[src/rtl/ad_frame_ctrl.sv]
// Serial clock / chip-select framing for the 16-bit ADC capture path.
// Frames are started on request or by a free-running sample-period timer.
module ad_frame_ctrl #(
  parameter int CLK_DIV       = 4,
  parameter int FRAME_BITS    = 16,
  parameter int QUIET         = 1,
  parameter int SAMPLE_PERIOD = 200
) (
  input  logic        clk,
  input  logic        rst,
  input  logic        start,
  input  logic        en,
  input  logic        clr_ovr,
  output logic        sclk,
  output logic        cs_signal,
  output logic        busy,
  output logic        frame_done,
  output logic [15:0] frame_cnt,
  output logic        overrun
);

  localparam int DIV_W = (CLK_DIV > 1) ? $clog2(CLK_DIV) : 1;
  localparam int BIT_W = (FRAME_BITS > 1) ? $clog2(FRAME_BITS) : 1;
  localparam int Q_LEN = 2 * CLK_DIV * QUIET;
  localparam int Q_W   = (Q_LEN > 1) ? $clog2(Q_LEN) : 1;
  localparam int TMR_W = $clog2(SAMPLE_PERIOD);

  localparam logic [DIV_W-1:0] DIV_ZERO = {DIV_W{1'b0}};
  localparam logic [DIV_W-1:0] DIV_ONE  = DIV_W'(1);
  localparam logic [DIV_W-1:0] DIV_LAST = DIV_W'(CLK_DIV - 1);
  localparam logic [BIT_W-1:0] BIT_ZERO = {BIT_W{1'b0}};
  localparam logic [BIT_W-1:0] BIT_ONE  = BIT_W'(1);
  localparam logic [BIT_W-1:0] BIT_LAST = BIT_W'(FRAME_BITS - 1);
  localparam logic [Q_W-1:0]   Q_ZERO   = {Q_W{1'b0}};
  localparam logic [Q_W-1:0]   Q_ONE    = Q_W'(1);
  localparam logic [Q_W-1:0]   Q_LAST   = Q_W'(Q_LEN - 1);
  localparam logic [TMR_W-1:0] TMR_ZERO = {TMR_W{1'b0}};
  localparam logic [TMR_W-1:0] TMR_ONE  = TMR_W'(1);
  localparam logic [TMR_W-1:0] TMR_LAST = TMR_W'(SAMPLE_PERIOD - 1);

  typedef enum logic [1:0] {
    ST_IDLE  = 2'd0,
    ST_SETUP = 2'd1,
    ST_SHIFT = 2'd2,
    ST_QUIET = 2'd3
  } state_t;

  state_t             r_state, w_state_nxt;
  logic [DIV_W-1:0]   r_div, w_div_nxt;
  logic [BIT_W-1:0]   r_bit, w_bit_nxt;
  logic               r_phase, w_phase_nxt;
  logic [Q_W-1:0]     r_quiet, w_quiet_nxt;
  logic [TMR_W-1:0]   r_tmr, w_tmr_nxt;
  logic               r_tick, w_tick_nxt;
  logic               r_sclk, r_cs, r_busy, r_done, r_overrun;
  logic [15:0]        r_frame_cnt;
  logic               w_trig, w_ovr_set;
  logic               w_sclk_nxt, w_cs_nxt, w_busy_nxt, w_done_nxt;

  assign w_trig    = start | r_tick;
  assign w_ovr_set = r_tick & (r_state != ST_IDLE);

  // Period timer: tick is registered, so it lands SAMPLE_PERIOD cycles after en rises.
  always_comb begin
    w_tmr_nxt  = r_tmr;
    w_tick_nxt = 1'b0;
    if (!en) begin
      w_tmr_nxt = TMR_ZERO;
    end else if (r_tmr == TMR_LAST) begin
      w_tmr_nxt  = TMR_ZERO;
      w_tick_nxt = 1'b1;
    end else begin
      w_tmr_nxt = r_tmr + TMR_ONE;
    end
  end

  // Next-state and counter logic; r_phase=0 is the sclk-low half of a bit.
  always_comb begin
    w_state_nxt = r_state;
    w_div_nxt   = r_div;
    w_bit_nxt   = r_bit;
    w_phase_nxt = r_phase;
    w_quiet_nxt = r_quiet;
    case (r_state)
      ST_IDLE: begin
        if (w_trig) begin
          w_state_nxt = ST_SETUP;
          w_div_nxt   = DIV_ZERO;
        end else begin
          w_state_nxt = ST_IDLE;
        end
      end
      ST_SETUP: begin
        if (r_div == DIV_LAST) begin
          w_state_nxt = ST_SHIFT;
          w_div_nxt   = DIV_ZERO;
          w_bit_nxt   = BIT_ZERO;
          w_phase_nxt = 1'b0;
        end else begin
          w_div_nxt = r_div + DIV_ONE;
        end
      end
      ST_SHIFT: begin
        if (r_div != DIV_LAST) begin
          w_div_nxt = r_div + DIV_ONE;
        end else begin
          w_div_nxt = DIV_ZERO;
          if (!r_phase) begin
            w_phase_nxt = 1'b1;
          end else if (r_bit == BIT_LAST) begin
            w_state_nxt = ST_QUIET;
            w_phase_nxt = 1'b0;
            w_quiet_nxt = Q_ZERO;
          end else begin
            w_bit_nxt   = r_bit + BIT_ONE;
            w_phase_nxt = 1'b0;
          end
        end
      end
      ST_QUIET: begin
        if (r_quiet == Q_LAST) begin
          w_state_nxt = ST_IDLE;
        end else begin
          w_quiet_nxt = r_quiet + Q_ONE;
        end
      end
      default: begin
        w_state_nxt = ST_IDLE;
      end
    endcase
  end

  // Output decode from the next state so the registered pins line up with the state.
  always_comb begin
    w_cs_nxt   = !((w_state_nxt == ST_SETUP) || (w_state_nxt == ST_SHIFT));
    w_sclk_nxt = !((w_state_nxt == ST_SHIFT) && !w_phase_nxt);
    w_busy_nxt = (w_state_nxt != ST_IDLE);
    w_done_nxt = (w_state_nxt == ST_QUIET) && (w_quiet_nxt == Q_LAST);
  end

  // State, counters and registered outputs.
  always_ff @(posedge clk or negedge rst) begin
    if (!rst) begin
      r_state     <= ST_IDLE;
      r_div       <= DIV_ZERO;
      r_bit       <= BIT_ZERO;
      r_phase     <= 1'b0;
      r_quiet     <= Q_ZERO;
      r_tmr       <= TMR_ZERO;
      r_tick      <= 1'b0;
      r_sclk      <= 1'b1;
      r_cs        <= 1'b1;
      r_busy      <= 1'b0;
      r_done      <= 1'b0;
      r_frame_cnt <= 16'd0;
      r_overrun   <= 1'b0;
    end else begin
      r_state <= w_state_nxt;
      r_div   <= w_div_nxt;
      r_bit   <= w_bit_nxt;
      r_phase <= w_phase_nxt;
      r_quiet <= w_quiet_nxt;
      r_tmr   <= w_tmr_nxt;
      r_tick  <= w_tick_nxt;
      r_sclk  <= w_sclk_nxt;
      r_cs    <= w_cs_nxt;
      r_busy  <= w_busy_nxt;
      r_done  <= w_done_nxt;
      if (w_done_nxt) begin
        r_frame_cnt <= r_frame_cnt + 16'd1;
      end else begin
        r_frame_cnt <= r_frame_cnt;
      end
      // A dropped tick outranks a simultaneous clear.
      if (w_ovr_set) begin
        r_overrun <= 1'b1;
      end else if (clr_ovr) begin
        r_overrun <= 1'b0;
      end else begin
        r_overrun <= r_overrun;
      end
    end
  end

  assign sclk       = r_sclk;
  assign cs_signal  = r_cs;
  assign busy       = r_busy;
  assign frame_done = r_done;
  assign frame_cnt  = r_frame_cnt;
  assign overrun    = r_overrun;

endmodule

[config.mk]
export PLATFORM = sky130hd
export DESIGN_NAME = ad_frame_ctrl
export DESIGN_NICKNAME = d
export VERILOG_FILES = /design/src/rtl/ad_frame_ctrl.sv
export SDC_FILE = /design/constraint.sdc
export NUM_CORES = 1
export LEC_CHECK = 0
export CAP_MARGIN = 40
export CORE_MARGIN = 3
export CORE_UTILIZATION = 35
export CTS_BUF_LIST = sky130_fd_sc_hd__clkbuf_2 sky130_fd_sc_hd__clkbuf_4 sky130_fd_sc_hd__clkbuf_8
export CTS_CLUSTER_DIAMETER = 150
export DETAILED_ROUTE_END_ITERATION = 10
export HOLD_SLACK_MARGIN = 0.1
export PLACE_DENSITY_LB_ADDON = 0.08
export SYNTH_ARGS = -nofsm -noshare
export SYNTH_HDL_FRONTEND = slang
export SYNTH_SLANG_ARGS = --single-unit
[constraint.sdc]
create_clock -name clk -period 5.42 [get_ports clk]
set_clock_uncertainty 0.1 [all_clocks]
set_input_delay 1.084 -clock clk [delete_from_list [all_inputs] [get_ports clk]]
set_output_delay 1.084 -clock clk [all_outputs]
set_load 0.02 [all_outputs]
## Word-level counts from Yosys, hierarchy flattened

Cells that the tools add are included.

| word-level totals | value |
|---|---|
| bits in registers | 42 |
| input bits | 5 |
| output and inout bits | 21 |
| logic and storage cells | 82 |

| operators by class | value |
|---|---|
| $add $sub $neg | 5 |
| equal/unequal tests | 17 |
| multiplexer cells | 31 |
| bitwise gates (word level) | 2 |
| reduce and logical (&&, ||, !) cells | 14 |

Operator list:

| cell | number |
|---|---|
| adder 16 x 1 -> 16 bit, second input constant | 1 |
| 2-to-1 mux 2 bit | 8 |
| 2-to-1 mux 4 bit | 4 |
| 2-to-1 mux 8 bit | 2 |
| 2-to-1 mux 3 bit | 4 |
| inequality test 2 bit, second input constant | 6 |
| == test 2 bit, second input constant | 5 |
| adder 8 x 1 -> 8 bit, second input constant | 1 |
| == test 8 bit, second input constant | 1 |
| 2-to-1 mux 1 bit | 8 |
| case mux 2 bit (4 select lines) | 1 |
| case mux 4 bit (2 select lines) | 1 |
| nonzero test 2 bit | 4 |
| == test 3 bit, second input constant | 2 |
| case mux 2 bit (3 select lines) | 1 |
| case mux 3 bit (2 select lines) | 1 |
| AND reduction 5 bit | 1 |
| adder 4 x 1 -> 4 bit, second input constant | 1 |
| == test 2 x 1 -> 1 bit, second input constant | 2 |
| == test 4 bit, second input constant | 1 |
| adder 3 x 1 -> 3 bit, second input constant | 1 |
| zero test 1 bit | 3 |
| nonzero test 3 bit | 1 |
| adder 2 x 1 -> 2 bit, second input constant | 1 |
| 7 further kinds | 8 |

## Logic depth before layout (Yosys ltp)

| depth | value |
|---|---|
| word-level depth | 8 |
| mapped depth | 13 |
| mapped depth without buffers | 13 |

## Worst setup path after synthesis

Ideal clock, no wire load.

| timing path | value |
|---|---|
| path type | reg-to-reg |
| from | reg r_state[0] |
| to | reg r_frame_cnt[11] (netlist: frame_cnt[11]) |
| library setup time | 80 ps |
| arrival | 2400 ps |
| data required time | 5240 ps |
| slack | 2840 ps |
| stages on the path, launching flop included | 14 |
| path buffers | 0 |
| period minus slack after synthesis | 2580 ps |
| cell sequence | dfrtp_1 inv_1 ha_1 nand3_1 or2b_4 o2bb2ai_1 o21a_1 inv_1 ha_1 nand3_1 nor2_1 o21ai_1 nor4b_1 xor2_1 |

| on the way | value |
|---|---|
| word-level cells in the longest chain between the ends | 6 |
| elaborated cells on any way between the ends | 14 |
| classes of those cells | eq/ne: 5; mux: 7; reduce/logical: 2 |

RTL lines:

| element | RTL line | RTL |
|---|---|---|
| from (decl) | 48 | `state_t r_state, w_state_nxt;` |
| from (signal assigned) | 158 | `r_state <= w_state_nxt;` |
| 2-to-1 mux 2 bit | 110 | `end else if (r_bit == BIT_LAST) begin` |
| 2-to-1 mux 2 bit | 108 | `if (!r_phase) begin` |
| 2-to-1 mux 2 bit | 104 | `if (r_div != DIV_LAST) begin` |
| case mux 2 bit (4 select lines) * | 84 | `case (r_state)` |
| net w_state_nxt[0] | 48 |  |
| == test 2 bit * | 138 | `w_done_nxt = (w_state_nxt == ST_QUIET) && (w_quiet_nxt == Q_LAST);` |
| logical AND 1 bit * | 138 |  |
| to (signal assigned) | 170 | `r_frame_cnt <= r_frame_cnt + 16'd1;` |
| to (signal assigned) | 172 | `r_frame_cnt <= r_frame_cnt;` |
| to (decl) | 56 | `logic [15:0] r_frame_cnt;` |

The timed path passes the listed nets; every way through them passes the cells marked *.
A chain may end at the register's enable or synchronous reset.

## Final worst setup path

Same ends and word-level chain as after synthesis.

==> impl_metrics.yaml <==
status:
  status: "finished, final reports clean"
clocking:
  h-tree-depth: 2
  post-cts-setup-buffers: 0
  clk_pin_slew_ns: 0.09
  cts_resized: 0
  clock_path_buffers: 2
  cts_tree: "yes"
  ctsHoldBuffers: 0
  cts.sinks: 42
  root_buffer: "clkbuf_8"
  clock_latency_ns: 0.30
  cts_buffers: 5
critical_path:
  cp_slowest_stage_delay_ns: 0.45
  reg2reg_to: "frame_cnt[11]$_DFFE_PN0P_"
  crit_path_end_kind: "flip-flop"
  r2r_slack_ns: 2.27
  cp_max_fo: 14
  cp_data_arrival_time_ns: 3.27
  timing.rr.start: "r_state[0]$_DFF_PN0_"
  reg2reg_depth: 13
  worst-setup-path-type: "flip-flop to flip-flop"
  worstPathRequired_ns: 5.55
  cp-start-kind: "flip-flop"
  path_cells: "inv_1 -> ha_1 -> nand3_1 -> or2b_4 -> o2bb2ai_1 -> o21a_1 -> inv_1 -> ha_1 -> nand3_1 -> nor2_1 -> o21ai_1 -> nor4b_1 -> xor2_1"
  slowest_stage: "ha_1"
synth:
  syn_nets: 227
  avgSynthCellArea_sq_um: 10.6
  async_flop_share_pct: 100
  yosysMostFrequentCell: "dfrtp_1"
  synthTopCellsByCount: "dfrtp_1 (40), xor2_1 (20), nor2_1 (18)"
  netlist.top_cell.by_area: "dfrtp_1"
  synth-seq-area-share_pct: 47.8
  yosys.area.top_type_share_pct: 45.4
  synth.distinct_cells: 40
  syn_area_sq_um: 2200
  synth.area.top_cells: "dfrtp_1 (45%), ha_1 (8.0%), xor2_1 (8.0%), nor2_1 (3.1%), nand3_1 (2.7%)"
  ys.flop_type: "dfrtp_1"
  synth_seq_cells: 42
  ys_warn_count: 0
  synthCells: 208
  synth_edf_count: 0
drt:
  first_pass_iters: 4
  ant_nets: 0
  drt_iter0_markers: 50
  vias_per_cell: 4.95
  vias: 1544
  wirelength_um: 4240
  drc: 0
  wire_per_inst_um: 13.6
job:
  maxCapViolCount: 0
die:
  die_area_sq_um: 7280
  start_util_pct: 36.6
  io_pins: 26
  rows: 28
  core-area_sq_um: 6030
  die_h_um: 85.3
  dieWidth_um: 85.3
power_and_ir_drop:
  leakage_nw: 1.19
  max-vdd-ir-drop_uv: 110
  p_per_area_nw_per_um2: 206
layout:
  area_growth_pct: 18.5
  ff_latch_area_sq_um: 1050
  n_fill_cell: 605
  final_util_pct: 43.3
  final_layout_size_suffix_gt1_share_pct: 10.1
  antenna_cells: 0
  nets: 255
  multi_input_area_sq_um: 1060
  final_cell_count_no_fill: 312
placement:
  portBuffers: 25
  dp_hpwl_um: 2930
  place.gp.congestion: 0.695
  dp.cells: 304
timing:
  tns_ns: 0
  min_period_over_period_pct: 58.1
  drv_slew: 0
  rsz0062_at_grt: "no"
  setup_viol: 0
  fmax_ghz: 0.318
  slew_headroom_pct: 64.5
  layout_min_cycle_time_ns: 3.15
  hold_viol: 0
  tightest_slew_ns: 0.532
min_path:
  hold_path_end: "r_tmr[0]$_DFF_PN0_"
  hp-class: "flip-flop to flip-flop"
  min_path_cells: 1
  holdCritStartpoint: "r_tmr[0]$_DFF_PN0_"
grt:
  grt_max_degree: 26
  grt_antenna_before_repair: 0
  grt-ovfl-total: 0
  grt_pass1_wl_um: 7370
  grt_pass1_vias: 1569
  grt_use_total_pct: 12.5
-- stage by stage --
stage | cell area [sq um] | hold slack [ns] | power [W] | setup slack, ns
finish | 2610 | 0.367 | 0.000539 | 2.27
global route | 2610 | 0.388 | 0.000564 | 1.87
CTS | 2610 | 0.365 | 0.000551 | 2.26
detailed placement | 2520 | 0.345 | 0.000338 | 2.26
global placement | 2500 | 0.350 | 0.000337 | 2.30
floorplan | 2200 | 0.325 | 0.000326 | 2.84
-- cell usage in the layout, fill, tap and decap left out, drive strengths merged, types with 3 or more instances in the layout --
| cell type | Yosys | layout |
|---|---|---|
| a21oi | 5 | 5 |
| a22o | 3 | 3 |
| and2 | 3 | 3 |
| and3 | 3 | 3 |
| clkbuf | 1 | 5 |
| clkdlybuf4s50 | 0 | 24 |
| dfrtp | 40 | 40 |
| ha | 14 | 14 |
| inv | 14 | 14 |
| mux2 | 4 | 4 |
| nand2 | 9 | 9 |
| nand3 | 12 | 12 |
| nand4 | 7 | 7 |
| nor2 | 18 | 18 |
| nor3 | 6 | 6 |
| nor4 | 7 | 7 |
| o21ai | 9 | 9 |
| or2 | 4 | 4 |
| xnor2 | 3 | 3 |
| xor2 | 20 | 20 |
-- critical path: cells and delay by family (launching register included) --
| family | cells | cell delay (ns) |
|---|---|---|
| XOR/XNOR | 1 | 0.18 |
| adder cells (fa/ha/maj) | 2 | 0.64 |
| buffers and inverters | 2 | 0.19 |
| AND/OR/NAND/NOR | 5 | 1.04 |
| flip-flops | 1 | 0.42 |
| AO/OA/AOI/OAI | 3 | 0.50 |
-- final cells by class --
type	instances	area share (%)
Clock buffer	5	2.64
Multi-Input combinational cell	147	40.4
Sequential cell	42	40.3
Timing Repair Buffer	26	10.2
Clock inverter	3	0.815
Inverter	14	2.01
Tap cell	75	3.59
-- per-layer routing --
layer	part of all wire, %	GRT usage [%]	wire, um
met5	0	0	0
met3	2.5	2.62	104
met2	44	18.9	1870
met4	1.6	4.75	67
met1	52	17.5	2190
-- flip-flops by register name, summed over array words and instances, names as in the netlist --
signal / count
r_phase: 1
r_tmr: 8
r_div: 2
overrun: 1
cs_signal: 1
frame_cnt: 16
r_quiet: 3
r_tick: 1
r_bit: 4
frame_done: 1
busy: 1
sclk: 1
r_state: 2
-- logic make-up (layout without fill, tap and decap cells) --
kind of cell | after synthesis | count (layout) | synth area share [%]
compound gates | 28 | 28 | 9.94
xor+xnor | 23 | 23 | 9.14
fa+ha+maj | 14 | 14 | 7.95
buf+inv | 19 | 48 | 4.26
flops | 42 | 42 | 47.8
mux | 4 | 4 | 2.04
simple gates | 78 | 78 | 18.9
-- how the worst max path moves through the flow --
stage | cells after the start | end | from
floorplan | 13 | frame_cnt[11]$_DFFE_PN0P_ | r_state[0]$_DFF_PN0_
global placement | 10 | frame_cnt[11]$_DFFE_PN0P_ | start
detailed placement | 10 | frame_cnt[11]$_DFFE_PN0P_ | start
CTS | 13 | frame_cnt[11]$_DFFE_PN0P_ | r_state[0]$_DFF_PN0_
global route | 13 | frame_cnt[11]$_DFFE_PN0P_ | r_state[0]$_DFF_PN0_
finish | 13 | frame_cnt[11]$_DFFE_PN0P_ | r_state[0]$_DFF_PN0_
-- power breakdown --
group	switching [W]	internal [W]	total, W
combinational	0.00000935	0.00000551	0.0000149
sequential	0.00000145	0.000315	0.000316
clock	0.000117	0.0000906	0.000208
total	0.000128	0.000411	0.000539
Note: power is estimated with default switching activity, not from simulation.
